[config.mk]
export PLATFORM = sky130hd
export DESIGN_NAME = paged_ram_mapper
export DESIGN_NICKNAME = d
export VERILOG_FILES = /design/src/rtl/paged_ram_mapper.sv
export SDC_FILE = /design/constraint.sdc
export NUM_CORES = 1
export LEC_CHECK = 0
export BUFFER_PORTS_ARGS = -buffer_cell sky130_fd_sc_hd__buf_2
export CORE_MARGIN = 5
export CORE_UTILIZATION = 58
export DETAILED_ROUTE_END_ITERATION = 10
export PLACE_DENSITY = 0.84
export RECOVER_POWER = 25
export SLEW_MARGIN = 20
export SYNTH_ARGS = -nofsm -noshare
export SYNTH_HDL_FRONTEND = slang
export SYNTH_SLANG_ARGS = --single-unit
[constraint.sdc]
create_clock -name aq_clk -period 2.98 [get_ports aq_clk]
set_input_delay 0.298 -clock aq_clk [delete_from_list [all_inputs] [get_ports aq_clk]]
set_output_delay 0.298 -clock aq_clk [all_outputs]
set_load 0.05 [all_outputs]
[src/rtl/paged_ram_mapper.sv]
// Paged-RAM mapper for the Aquarius expansion bus: 2^WIN_BITS windows, each with a
// page register, per-window enables, IO readback and cartridge-aware top window.
module paged_ram_mapper #(
  parameter int unsigned              WIN_BITS  = 2,
  parameter int unsigned              PAGE_BITS = 6,
  parameter logic [7:0]               SEL_PORT  = 8'hE6,
  parameter logic [7:0]               PAGE_PORT = 8'hE7,
  parameter logic [(2**WIN_BITS)-1:0] MAP_MASK  = 4'b1110
) (
  input  logic                         aq_clk,
  input  logic                         aq_reset,
  input  logic [WIN_BITS-1:0]          aq_addr_hi,
  input  logic [7:0]                   aq_addr_lo,
  input  logic [7:0]                   aq_data_in,
  output logic [7:0]                   aq_data_out,
  output logic                         aq_data_oe,
  input  logic                         aq_mreq_n,
  input  logic                         aq_iorq_n,
  input  logic                         aq_wr_n,
  input  logic                         aq_rd_n,
  input  logic                         aq_cart_n,
  output logic [(2**WIN_BITS)-1:0]     ram_ce_n,
  output logic [PAGE_BITS-1:0]         ram_page
);

  localparam int unsigned NWIN = 2**WIN_BITS;
  localparam int unsigned TOP  = NWIN - 1;
  localparam logic [NWIN-1:0] EN_RESET = MAP_MASK & ~(NWIN'(1) << TOP);

  logic [1:0] iorq_sync, wr_sync, rd_sync, cart_sync;
  logic       iorq_s, wr_s, rd_s, cart_s;
  logic       iowr, iord, iowr_prev, wr_pulse;

  logic [WIN_BITS-1:0]  sel;
  logic [NWIN-1:0]      en;
  logic [PAGE_BITS-1:0] page [NWIN];

  logic [7:0] rd_val;
  logic       port_hit;

  // Synchronisers keep sampling through reset so a strobe held across reset
  // is already seen as active at release; with iowr_prev reset to 1 no pulse fires.
  always_ff @(posedge aq_clk) begin
    iorq_sync <= {iorq_sync[0], aq_iorq_n};
    wr_sync   <= {wr_sync[0],   aq_wr_n};
    rd_sync   <= {rd_sync[0],   aq_rd_n};
    cart_sync <= {cart_sync[0], aq_cart_n};
  end

  assign iorq_s   = iorq_sync[1];
  assign wr_s     = wr_sync[1];
  assign rd_s     = rd_sync[1];
  assign cart_s   = cart_sync[1];
  assign iowr     = !iorq_s && !wr_s;
  assign iord     = !iorq_s && !rd_s;
  assign wr_pulse = iowr && !iowr_prev;

  always_ff @(posedge aq_clk) begin
    if (aq_reset) iowr_prev <= 1'b1;
    else          iowr_prev <= iowr;
  end

  always_ff @(posedge aq_clk) begin
    if (aq_reset) begin
      sel <= '0;
      en  <= EN_RESET;
      for (int unsigned i = 0; i < NWIN; i++) page[i] <= '0;
    end else begin
      if (wr_pulse && aq_addr_lo == SEL_PORT) begin
        sel <= aq_data_in[WIN_BITS-1:0];
        if (aq_data_in[7]) en[aq_data_in[WIN_BITS-1:0]] <= aq_data_in[6];
      end
      if (wr_pulse && aq_addr_lo == PAGE_PORT) page[sel] <= aq_data_in[PAGE_BITS-1:0];
      // Last assignment wins: an inserted cartridge overrides any enable write.
      if (!cart_s) en[TOP] <= 1'b0;
    end
  end

  always_comb begin
    rd_val   = '0;
    port_hit = 1'b0;
    if (aq_addr_lo == SEL_PORT) begin
      port_hit              = 1'b1;
      rd_val[7]             = en[sel];
      rd_val[WIN_BITS-1:0]  = sel;
    end else if (aq_addr_lo == PAGE_PORT) begin
      port_hit              = 1'b1;
      rd_val[PAGE_BITS-1:0] = page[sel];
    end
  end

  always_ff @(posedge aq_clk) begin
    if (aq_reset) begin
      aq_data_oe  <= 1'b0;
      aq_data_out <= '0;
    end else begin
      aq_data_oe  <= iord && port_hit;
      aq_data_out <= (iord && port_hit) ? rd_val : '0;
    end
  end

  always_comb begin
    ram_ce_n = '1;
    for (int unsigned w = 0; w < NWIN; w++) begin
      if (!aq_mreq_n && aq_addr_hi == WIN_BITS'(w) && MAP_MASK[w] && en[w])
        ram_ce_n[w] = 1'b0;
    end
  end

  assign ram_page = MAP_MASK[aq_addr_hi] ? page[aq_addr_hi] : '0;

endmodule

==> impl_metrics.toml, run 1 <==
[sta]
skew_ns = 0.00563
finalCritPeriodShare = 0.654
hold_viol = 0
finalCriticalPeriod_ns = 1.95
slew-limit-headroom = 0.589
worst_pin_slew_ns = 0.619
timing.fmax_mhz = 513
rsz0062_at_grt = "false"
setup_tns_ns = 0
setup_violations = 0
slew_violations = 0

[critical_path]
crit_required_ns = 2.96
start_kind = "flop"
slowest_delay_ns = 0.36
worstPathArrival_ns = 1.93
slowest_stage = "nand4b_1"
critPathKind = "reg -> reg"
path_buf_inv = 1
crit_fanout = 25
crit_path_cell_trace = "nand4b_1 > nor4_4 > buf_4 > a31o_1"
critPathCaptureType = "flop"
critPathTopFamily = "simple AND/OR/NAND/NOR gates"

[clocking]
htreeDepth = 2
path_clk_slew_ns = 0.08
ctsHoldBuffers = 0
cts_tree = "built"
clk_latency_ns = 0.30
cts_sinks = 49
cts_resized = 0
cts-root-buf = "clkbuf_8"
cts_buffers = 5
post_cts_buffers = 0
clockBufferDepth = 2

[layout]
utilization = 0.680
diodes = 0
final_cells = 257
mostFrequentLayoutCells = "buf_2 (31), dfxtp_1 (25), edfxtp_1 (24)"
syn_to_final_growth_pct = 14.4
fin_nets = 233
final_common_cell = "buf_2"
drive_above_1_share = 0.273

[floorplanning]
rows = 22
dieArea_mm2 = 0.00508
core_area_mm2 = 0.00366
die_w_um = 71.3
io_pins = 44
die_h_um = 71.3
start_util = 0.595

[route]
wl_per_cell_um = 17.2
met1_length_um = 1870
routed.top_layer = "met4"
dr_wl_met2_um = 2140
vias = 1526
detail-route-antenna-nets = 0
drc = 0
vias_per_cell = 5.94
wl_met3_um = 319
drt-total-wl_um = 4410
drt_pass1_iterations = 4
drtIter0Drc = 101

[synth]
synth.top_cell.area_share = 0.331
syn_inst = 170
synth_cell_types = 41
ys.flop_type = "dfxtp_1"
seq_area_frac_synth = 0.561
synth_nets = 195
synth_area_per_cell_um2 = 12.8
syn-cell-area_mm2 = 0.00218
synth_edf_count = 24
yosysWarnings = 0
synth-seq-cells = 49
yosys.area.top_type = "edfxtp_1"
synthTopCellsByArea = "edfxtp_1 (33%), dfxtp_1 (23%), mux4_2 (7.2%), and3_1 (3.4%), mux2_2 (3.1%)"
async_flop_share = 0

[grt]
grt_max_degree = 26
gr-usage-all-layers = 0.189
overflow = 0
grt_pass1_vias = 1485
antenna_found_initial = 0
grt_pass1_wl_um = 7330

[place]
dp_hpwl_um = 3360
routabilityCongestion = 0.763
port_buffers = 41
place_inst = 249

[run]
drv_cap = 0

[pwr]
pwr_density_cell_mw_per_mm2 = 531
peakVddDrop_v = 0.000294
p_leak_uw = 0.00101

[status]
outcome = "finished, final reports clean"

[min_path]
hold_path.class = "in -> reg"
metrics by stage:
| step | hold WS (ns) | setup slack (ns) | area [µm²] | total power [µW] |
|---|---|---|---|---|
| after floorplan | 0.310 | 0.941 | 2180 | 816 |
| after global placement | 0.311 | 1.11 | 2380 | 848 |
| after detailed placement | 0.315 | 1.01 | 2380 | 853 |
| after CTS | 0.0875 | 1.05 | 2500 | 1330 |
| after global routing | 0.0867 | 0.903 | 2490 | 1380 |
| final | 0.0967 | 1.03 | 2490 | 1320 |
routing by layer:
layer  vias up  GRT usage
met5         -          0
met2        54      0.304
met3         7     0.0533
met4         0     0.0731
met1       745      0.241
li1        720          -
flip-flops by register name, summed over array words and instances, names as in the netlist, named ones only:
signal       flops
page            24
aq_data_out      7
en               4
cart_sync        2
iorq_sync        2
rd_sync          2
sel              2
wr_sync          2
aq_data_oe       1
iowr_prev        1
cell usage after synthesis (2+ instances only):
cell type and n:
nor2b_1 8, inv_1 2, nand3_1 2, nand4bb_1 2, nand2_1 5, nor3_1 2, mux2i_1 6, conb_1 2
and2_1 6, nor2_1 9, clkbuf_1 5, nor4_1 2, buf_4 4, a22o_1 5, mux4_2 7, o31ai_1 2
a21oi_1 2, mux2_2 6, nand4_1 5, edfxtp_1 24, nand2b_1 3, dfxtp_1 25, and4_1 6, a21o_1 2
and3_1 12
where the power goes:
| part | internal, µW | switching (µW) |
|---|---|---|
| combinational | 37.9 | 68.6 |
| clock | 273 | 212 |
| sequential | 721 | 9.97 |
| total | 1030 | 291 |
worst reg2reg max path: cells and delay by family (launching register included):
kind,cells,cell delay [ns]
AOI/OAI and AO/OA,1,0.35
and+or+nand+nor,2,0.69
buffers and inverters,1,0.26
DFF,1,0.33
cell families (layout without fill, tap and decap cells):
| family | count (synthesis) | count (layout) | synth area share |
|---|---|---|---|
| AOI/OAI and AO/OA | 15 | 15 | 0.0523 |
| buffers and inverters | 13 | 52 | 0.0333 |
| DFF | 49 | 49 | 0.561 |
| muxes | 19 | 19 | 0.131 |
| other | 2 | 2 | 0.00345 |
| and+or+nand+nor | 72 | 72 | 0.219 |
area by class of cell:
type	instances	area (µm²)
Tap cell	48	60.1
Sequential cell	49	1220
Fill cell	286	1170
Clock inverter	2	36.3
Clock buffer	6	82.6
Inverter	2	7.51
Multi-Input combinational cell	108	883
Timing Repair Buffer	42	200
path summary, 6_finish.rpt:
kind	startpoint	end	slack (ns)	depth (start not counted)
min	aq_wr_n	wr_sync[0]$_DFF_P_	0.1	1
min reg2reg	cart_sync[0]$_DFF_P_	cart_sync[1]$_DFF_P_	0.33	0
max	iorq_sync[1]$_DFF_P_	page[1][3]$_SDFFCE_PN0P_	1.03	4
max reg2reg	iorq_sync[1]$_DFF_P_	page[1][3]$_SDFFCE_PN0P_	1.03	4
Note: power is estimated with default switching activity, not from simulation.
==> run 2, diff against run 1 <==
--- a/config.mk
+++ b/config.mk
@@ -5,11 +5,12 @@
 export SDC_FILE = /design/constraint.sdc
 export NUM_CORES = 1
 export LEC_CHECK = 0
+export ABC_AREA = 1
 export BUFFER_PORTS_ARGS = -buffer_cell sky130_fd_sc_hd__buf_2
 export CORE_MARGIN = 5
-export CORE_UTILIZATION = 58
+export CORE_UTILIZATION = 54
 export DETAILED_ROUTE_END_ITERATION = 10
-export PLACE_DENSITY = 0.84
+export PLACE_DENSITY = 0.78
 export RECOVER_POWER = 25
 export SLEW_MARGIN = 20
 export SYNTH_ARGS = -nofsm -noshare
==> constraint.sdc (replaced) <==
create_clock -name aq_clk -period 1.9 [get_ports aq_clk]
set_input_delay 0.19 -clock aq_clk [delete_from_list [all_inputs] [get_ports aq_clk]]
set_output_delay 0.19 -clock aq_clk [all_outputs]
set_load 0.05 [all_outputs]
==> impl_metrics.toml, run 2 <==
[synth]
synth_nets = 278
syn_inst = 253
yosysWarnings = 0
synth_cell_types = 30
synth_common_cells = "inv_1 (44), nor2_1 (41), nand2_1 (39)"
seq_area_frac_synth = 0.546
synth_area_per_cell_um2 = 8.83
async_flop_share = 0
ys.flop_type = "dfxtp_1"
yosys.area.top_type = "edfxtp_1"
yosysMostFrequentCell = "inv_1"
synthTopCellsByArea = "edfxtp_1 (32%), dfxtp_1 (22%), inv_1 (7.4%), nor2_1 (6.9%), nand2_1 (6.6%)"
synth_edf_count = 24
syn-cell-area_mm2 = 0.00223
synth.top_cell.area_share = 0.323
synth-seq-cells = 49

[grt]
overflow = 0
gr-usage-all-layers = 0.167
grt_pass1_wl_um = 7000
grt_pass1_vias = 1529
grt_max_degree = 15
antenna_found_initial = 0

[clocking]
cts-root-buf = "clkbuf_8"
cts_resized = 0
path_clk_slew_ns = 0.08
cts_tree = "built"
htreeDepth = 2
clk_latency_ns = 0.29
clockBufferDepth = 2
cts_buffers = 5
cts_sinks = 49

[layout]
top_regs = "page (24), aq_data_out (7), en (4)"
utilization = 0.651
fin_nets = 326
regArea_mm2 = 0.00122
largest_reg_flops = 24
fillers = 363
diodes = 0
final_common_cell = "inv_1"
mostFrequentLayoutCells = "inv_1 (44), nor2_1 (41), nand2_1 (40)"
top_register = "page"
drive_above_1_share = 0.189
syn_to_final_growth_pct = 16.5
multiInputGateArea_um2 = 796

[critical_path]
crit_required_ns = 1.88
critPathCaptureType = "flop"
timing.rr.start = "wr_sync[1]$_DFF_P_"
critPathKind = "reg -> reg"
start_kind = "flop"
worstPathArrival_ns = 1.66
worstReg2RegEnd = "page[0][3]$_SDFFCE_PN0P_"
regToRegSetupSlack_ns = 0.22
r2r_cells = 6
crit_fanout = 7

[floorplanning]
rows = 23
io_pins = 44
dieArea_mm2 = 0.00552
start_util = 0.559
die_w_um = 74.3
die_h_um = 74.3
core_area_mm2 = 0.00400

[run]
drv_cap = 0

[min_path]
min_to = "en[3]$_SDFFE_PP0P_"
whs_path_depth = 3
worstHoldStart = "aq_data_in[6]"
hold_path.class = "in -> reg"

[route]
detail-route-antenna-nets = 0
drtIter0Drc = 83
drc = 0
vias_per_cell = 4.94
vias = 1740
drt-total-wl_um = 4330
drt_pass1_iterations = 4
wl_per_cell_um = 12.3

[sta]
hold_ws_ns = 0.175
finalCritPeriodShare = 0.884
hold_viol = 0
setup_violations = 0
worst_pin_slew_ns = 0.601
slew_violations = 0
finalCriticalPeriod_ns = 1.68
timing.fmax_mhz = 595
rsz0062_at_grt = "false"
slew-limit-headroom = 0.601
setup_tns_ns = 0
skew_ns = 0.0105

[pwr]
design_power_total_uw = 1930
pwr_density_cell_mw_per_mm2 = 742
p_leak_uw = 0.00118
peakVddDrop_v = 0.000583

[place]
dp_hpwl_um = 3490
port_buffers = 41
routabilityCongestion = 0.816

[status]
outcome = "finished, final reports clean"
==> run 2: cell types whose count changed in the layout (fill, tap and decap cells not counted), sizes merged, moves of 8 or more <==
| cell | change |
|---|---|
| o21ai | +14 |
| and3 | -12 |
| nor2b | -8 |
| nand2 | +37 |
| inv | +43 |
| nor2 | +35 |
| a21oi | +16 |
==> run 2: worst max-delay path, stage by stage (launching register included) <==
cell and delay (ns):
dfxtp_1 0.30, or2_0 0.31, nor2_8 0.15, inv_4 0.06
nor2_8 0.17, nand4_4 0.14, nand2_1 0.24
==> run 2: report_power, final <==
group / total [µW] / switching, µW / internal (µW) / leakage (µW)
Clock: 605 / 303 / 302 / 0.0000485
Sequential: 1140 / 11.3 / 1130 / 0.000451
Combinational: 181 / 127 / 54.1 / 0.000678
Total: 1930 / 442 / 1490 / 0.00118
==> run 2: per-layer routing <==
layer	wire length, µm	vias to the layer above	GRT usage
met1	1960	759	0.232
li1	-	911	-
met2	1960	64	0.256
met3	347	6	0.0419
met5	0	-	0
met4	60	0	0.0553
==> run 2: logic make-up (layout without fill, tap and decap cells) <==
family | after synthesis | after routing | synth area share
compound gates | 44 | 44 | 0.110
buf+inv | 53 | 102 | 0.0952
flops | 49 | 49 | 0.546
other cells | 2 | 2 | 0.00336
simple gates | 105 | 105 | 0.245
==> run 2: repair_timing <==
item | 4_1_cts | 5_1_grt
hold buffers | 4 | 0
setup buffers | 0 | 0
setup endpoints to repair | 0 | 0
hold endpoints to repair | 4 | 0
==> run 2: cell type report <==
class / count / area share
multi-input combinational: 151 / 0.306
tap: 50 / 0.0240
timing repair buffer: 48 / 0.0986
sequential: 49 / 0.469
inverter: 46 / 0.0673
clock buffer: 8 / 0.0351
==> run 2: worst max path at each step <==
stage	from	end	slack [ns]	cells after the start
3_3_place_gp	wr_sync[1]$_DFF_P_	page[0][2]$_SDFFCE_PN0P_	0.35	6
4_1_cts	wr_sync[1]$_DFF_P_	page[0][5]$_SDFFCE_PN0P_	0.28	6
2_1_floorplan	wr_sync[1]$_DFF_P_	page[3][0]$_DFFE_PP_	0.23	4
3_5_place_dp	wr_sync[1]$_DFF_P_	page[0][4]$_SDFFCE_PN0P_	0.29	6
5_1_grt	iorq_sync[1]$_DFF_P_	page[1][4]$_SDFFCE_PN0P_	0.13	6
6_report	wr_sync[1]$_DFF_P_	page[0][3]$_SDFFCE_PN0P_	0.22	6
==> run 2: per-stage QoR <==
step	std cells	setup WS, ns	cell area [µm²]
floorplan	253	0.225	2230
finish	352	0.220	2600
global placement	340	0.345	2490
detailed placement	340	0.293	2490
global route	352	0.127	2600
CTS	352	0.284	2620
==> run 3, diff against run 2 <==
--- a/config.mk
+++ b/config.mk
@@ -5,12 +5,12 @@
 export SDC_FILE = /design/constraint.sdc
 export NUM_CORES = 1
 export LEC_CHECK = 0
-export ABC_AREA = 1
+export ABC_AREA = 0
 export BUFFER_PORTS_ARGS = -buffer_cell sky130_fd_sc_hd__buf_2
 export CORE_MARGIN = 5
 export CORE_UTILIZATION = 54
 export DETAILED_ROUTE_END_ITERATION = 10
-export PLACE_DENSITY = 0.78
+export PLACE_DENSITY = 0.79
 export RECOVER_POWER = 25
 export SLEW_MARGIN = 20
 export SYNTH_ARGS = -nofsm -noshare
==> impl_metrics.toml, run 3 (same netlist as run 1, synthesis figures left out) <==
[sta]
slew-limit-headroom = 0.586
hold_viol = 0
rsz0062_at_grt = "false"
finalCriticalPeriod_ns = 1.74
setup_violations = 0
timing.fmax_mhz = 574
slew_violations = 0
worst_pin_slew_ns = 0.623
setup_tns_ns = 0
skew_ns = 0.0106
finalCritPeriodShare = 0.917

[clocking]
cts_tree = "built"
cts_sinks = 49
post_cts_buffers = 0
clockBufferDepth = 2
cts-root-buf = "clkbuf_8"
clk_latency_ns = 0.31
cts_buffers = 5
path_clk_slew_ns = 0.09
htreeDepth = 2

[critical_path]
critPathCaptureType = "flop"
worstPathArrival_ns = 1.74
critPathKind = "reg -> reg"
slowest_delay_ns = 0.43
timing.rr.start = "wr_sync[1]$_DFF_P_"
start_kind = "flop"
worstReg2RegEnd = "page[2][0]$_SDFFCE_PN0P_"
worst-path-stages = 3
r2r_cells = 3
crit_path_cell_trace = "or3b_4 > nor3_1 > a21o_1"
crit_required_ns = 1.90
regToRegSetupSlack_ns = 0.16
crit_fanout = 6
slowest_stage = "or3b_4"
crit_path_end = "page[2][0]$_SDFFCE_PN0P_"
critPathLaunch = "wr_sync[1]$_DFF_P_"
path_buf_inv = 0
critPathTopFamily = "simple AND/OR/NAND/NOR gates"

[route]
drt-total-wl_um = 4480
detail-route-antenna-nets = 0
vias_per_cell = 5.69
wl_per_cell_um = 16.9
vias = 1508
drc = 0
drt_pass1_iterations = 4
drtIter0Drc = 97

[grt]
antenna_found_initial = 0
grt_max_degree = 25
grt_pass1_vias = 1423
gr-usage-all-layers = 0.173
overflow = 0
grt_pass1_wl_um = 6930

[layout]
utilization = 0.645
diodes = 0
final_common_cell = "buf_2"
fin_nets = 239
top_regs = "page (24), aq_data_out (7), en (4)"
largest_reg_flops = 24
syn_to_final_growth_pct = 16.8
postLayoutCellArea_mm2 = 0.00254
mostFrequentLayoutCells = "buf_2 (30), dfxtp_1 (25), edfxtp_1 (24)"
drive_above_1_share = 0.270
top_register = "page"

[floorplanning]
rows = 23
dieArea_mm2 = 0.00540
die_h_um = 73.5
die_w_um = 73.5
io_pins = 44
core_area_mm2 = 0.00394
start_util = 0.552

[min_path]
hold_path.class = "in -> reg"
whs_path_depth = 3

[pwr]
p_leak_uw = 0.00102
peakVddDrop_v = 0.000654
pwr_density_cell_mw_per_mm2 = 815

[place]
port_buffers = 41
routabilityCongestion = 0.813
dp_hpwl_um = 3380
place_area_mm2 = 0.00240

[run]
drv_cap = 0

[status]
outcome = "finished, final reports clean"
run 3: cell count changes in the layout (fill, tap and decap cells not counted), moves of 7 or more:
cell	previous run	this run
mux4_2	0	7
and3_1	0	12
nand2_1	40	5
inv_1	44	2
o21ai_0	15	1
a21oi_1	18	2
nor2_1	41	9
nor2b_1	0	8
run 3: tightest hold or removal path, delay by kind of cell:
kind,cells,cell delay [ns]
and+or+nand+nor,1,0.06
muxes,1,0.06
buffers and inverters,1,0.12
run 3: cell type report:
class                           instances  area, µm²
Clock inverter                          3       46.3
Clock buffer                            5       68.8
Inverter                                2       7.51
Sequential cell                        49       1220
Fill cell                             313       1400
Tap cell                               50       62.6
Timing Repair Buffer                   48        254
Multi-Input combinational cell        108        883
run 3: worst min-delay path by stage:
stage	from	to	slack, ns
4_1_cts	aq_data_in[6]	en[3]$_SDFFE_PP0P_	0.15
3_5_place_dp	aq_iorq_n	iorq_sync[0]$_DFF_P_	0.29
3_3_place_gp	aq_rd_n	rd_sync[0]$_DFF_P_	0.29
5_1_grt	aq_data_in[6]	en[3]$_SDFFE_PP0P_	0.18
6_report	aq_data_in[6]	en[3]$_SDFFE_PP0P_	0.16
2_1_floorplan	aq_cart_n	cart_sync[0]$_DFF_P_	0.22
run 3: timing repair:
action | 4_1_cts | 5_1_grt
hold endpoints to repair | 4 | 0
hold buffers | 4 | 0
gates resized for setup | 0 | 0
run 3: routing by layer:
layer / up-vias / GRT usage / wire, µm
li1: 730 / - / -
met4: 0 / 0.0825 / 91
met2: 54 / 0.267 / 2190
met3: 8 / 0.0547 / 327
met1: 716 / 0.221 / 1870
met5: - / 0 / 0
run 3: through the flow:
stage / hold WS (ns) / setup slack (ns) / cells / power [µW]
finish: 0.160 / 0.157 / 265 / 2070
detailed placement: 0.294 / 0.186 / 253 / 1340
global placement: 0.293 / 0.240 / 253 / 1330
global route: 0.175 / 0.0568 / 265 / 2140
floorplan: 0.218 / 0.0773 / 170 / 1280
CTS: 0.149 / 0.167 / 265 / 2090
run 3: report_power, final:
group | internal [µW] | switching [µW]
Sequential | 1130 | 16.2
Clock | 394 | 356
Combinational | 66.0 | 109
Total | 1590 | 482
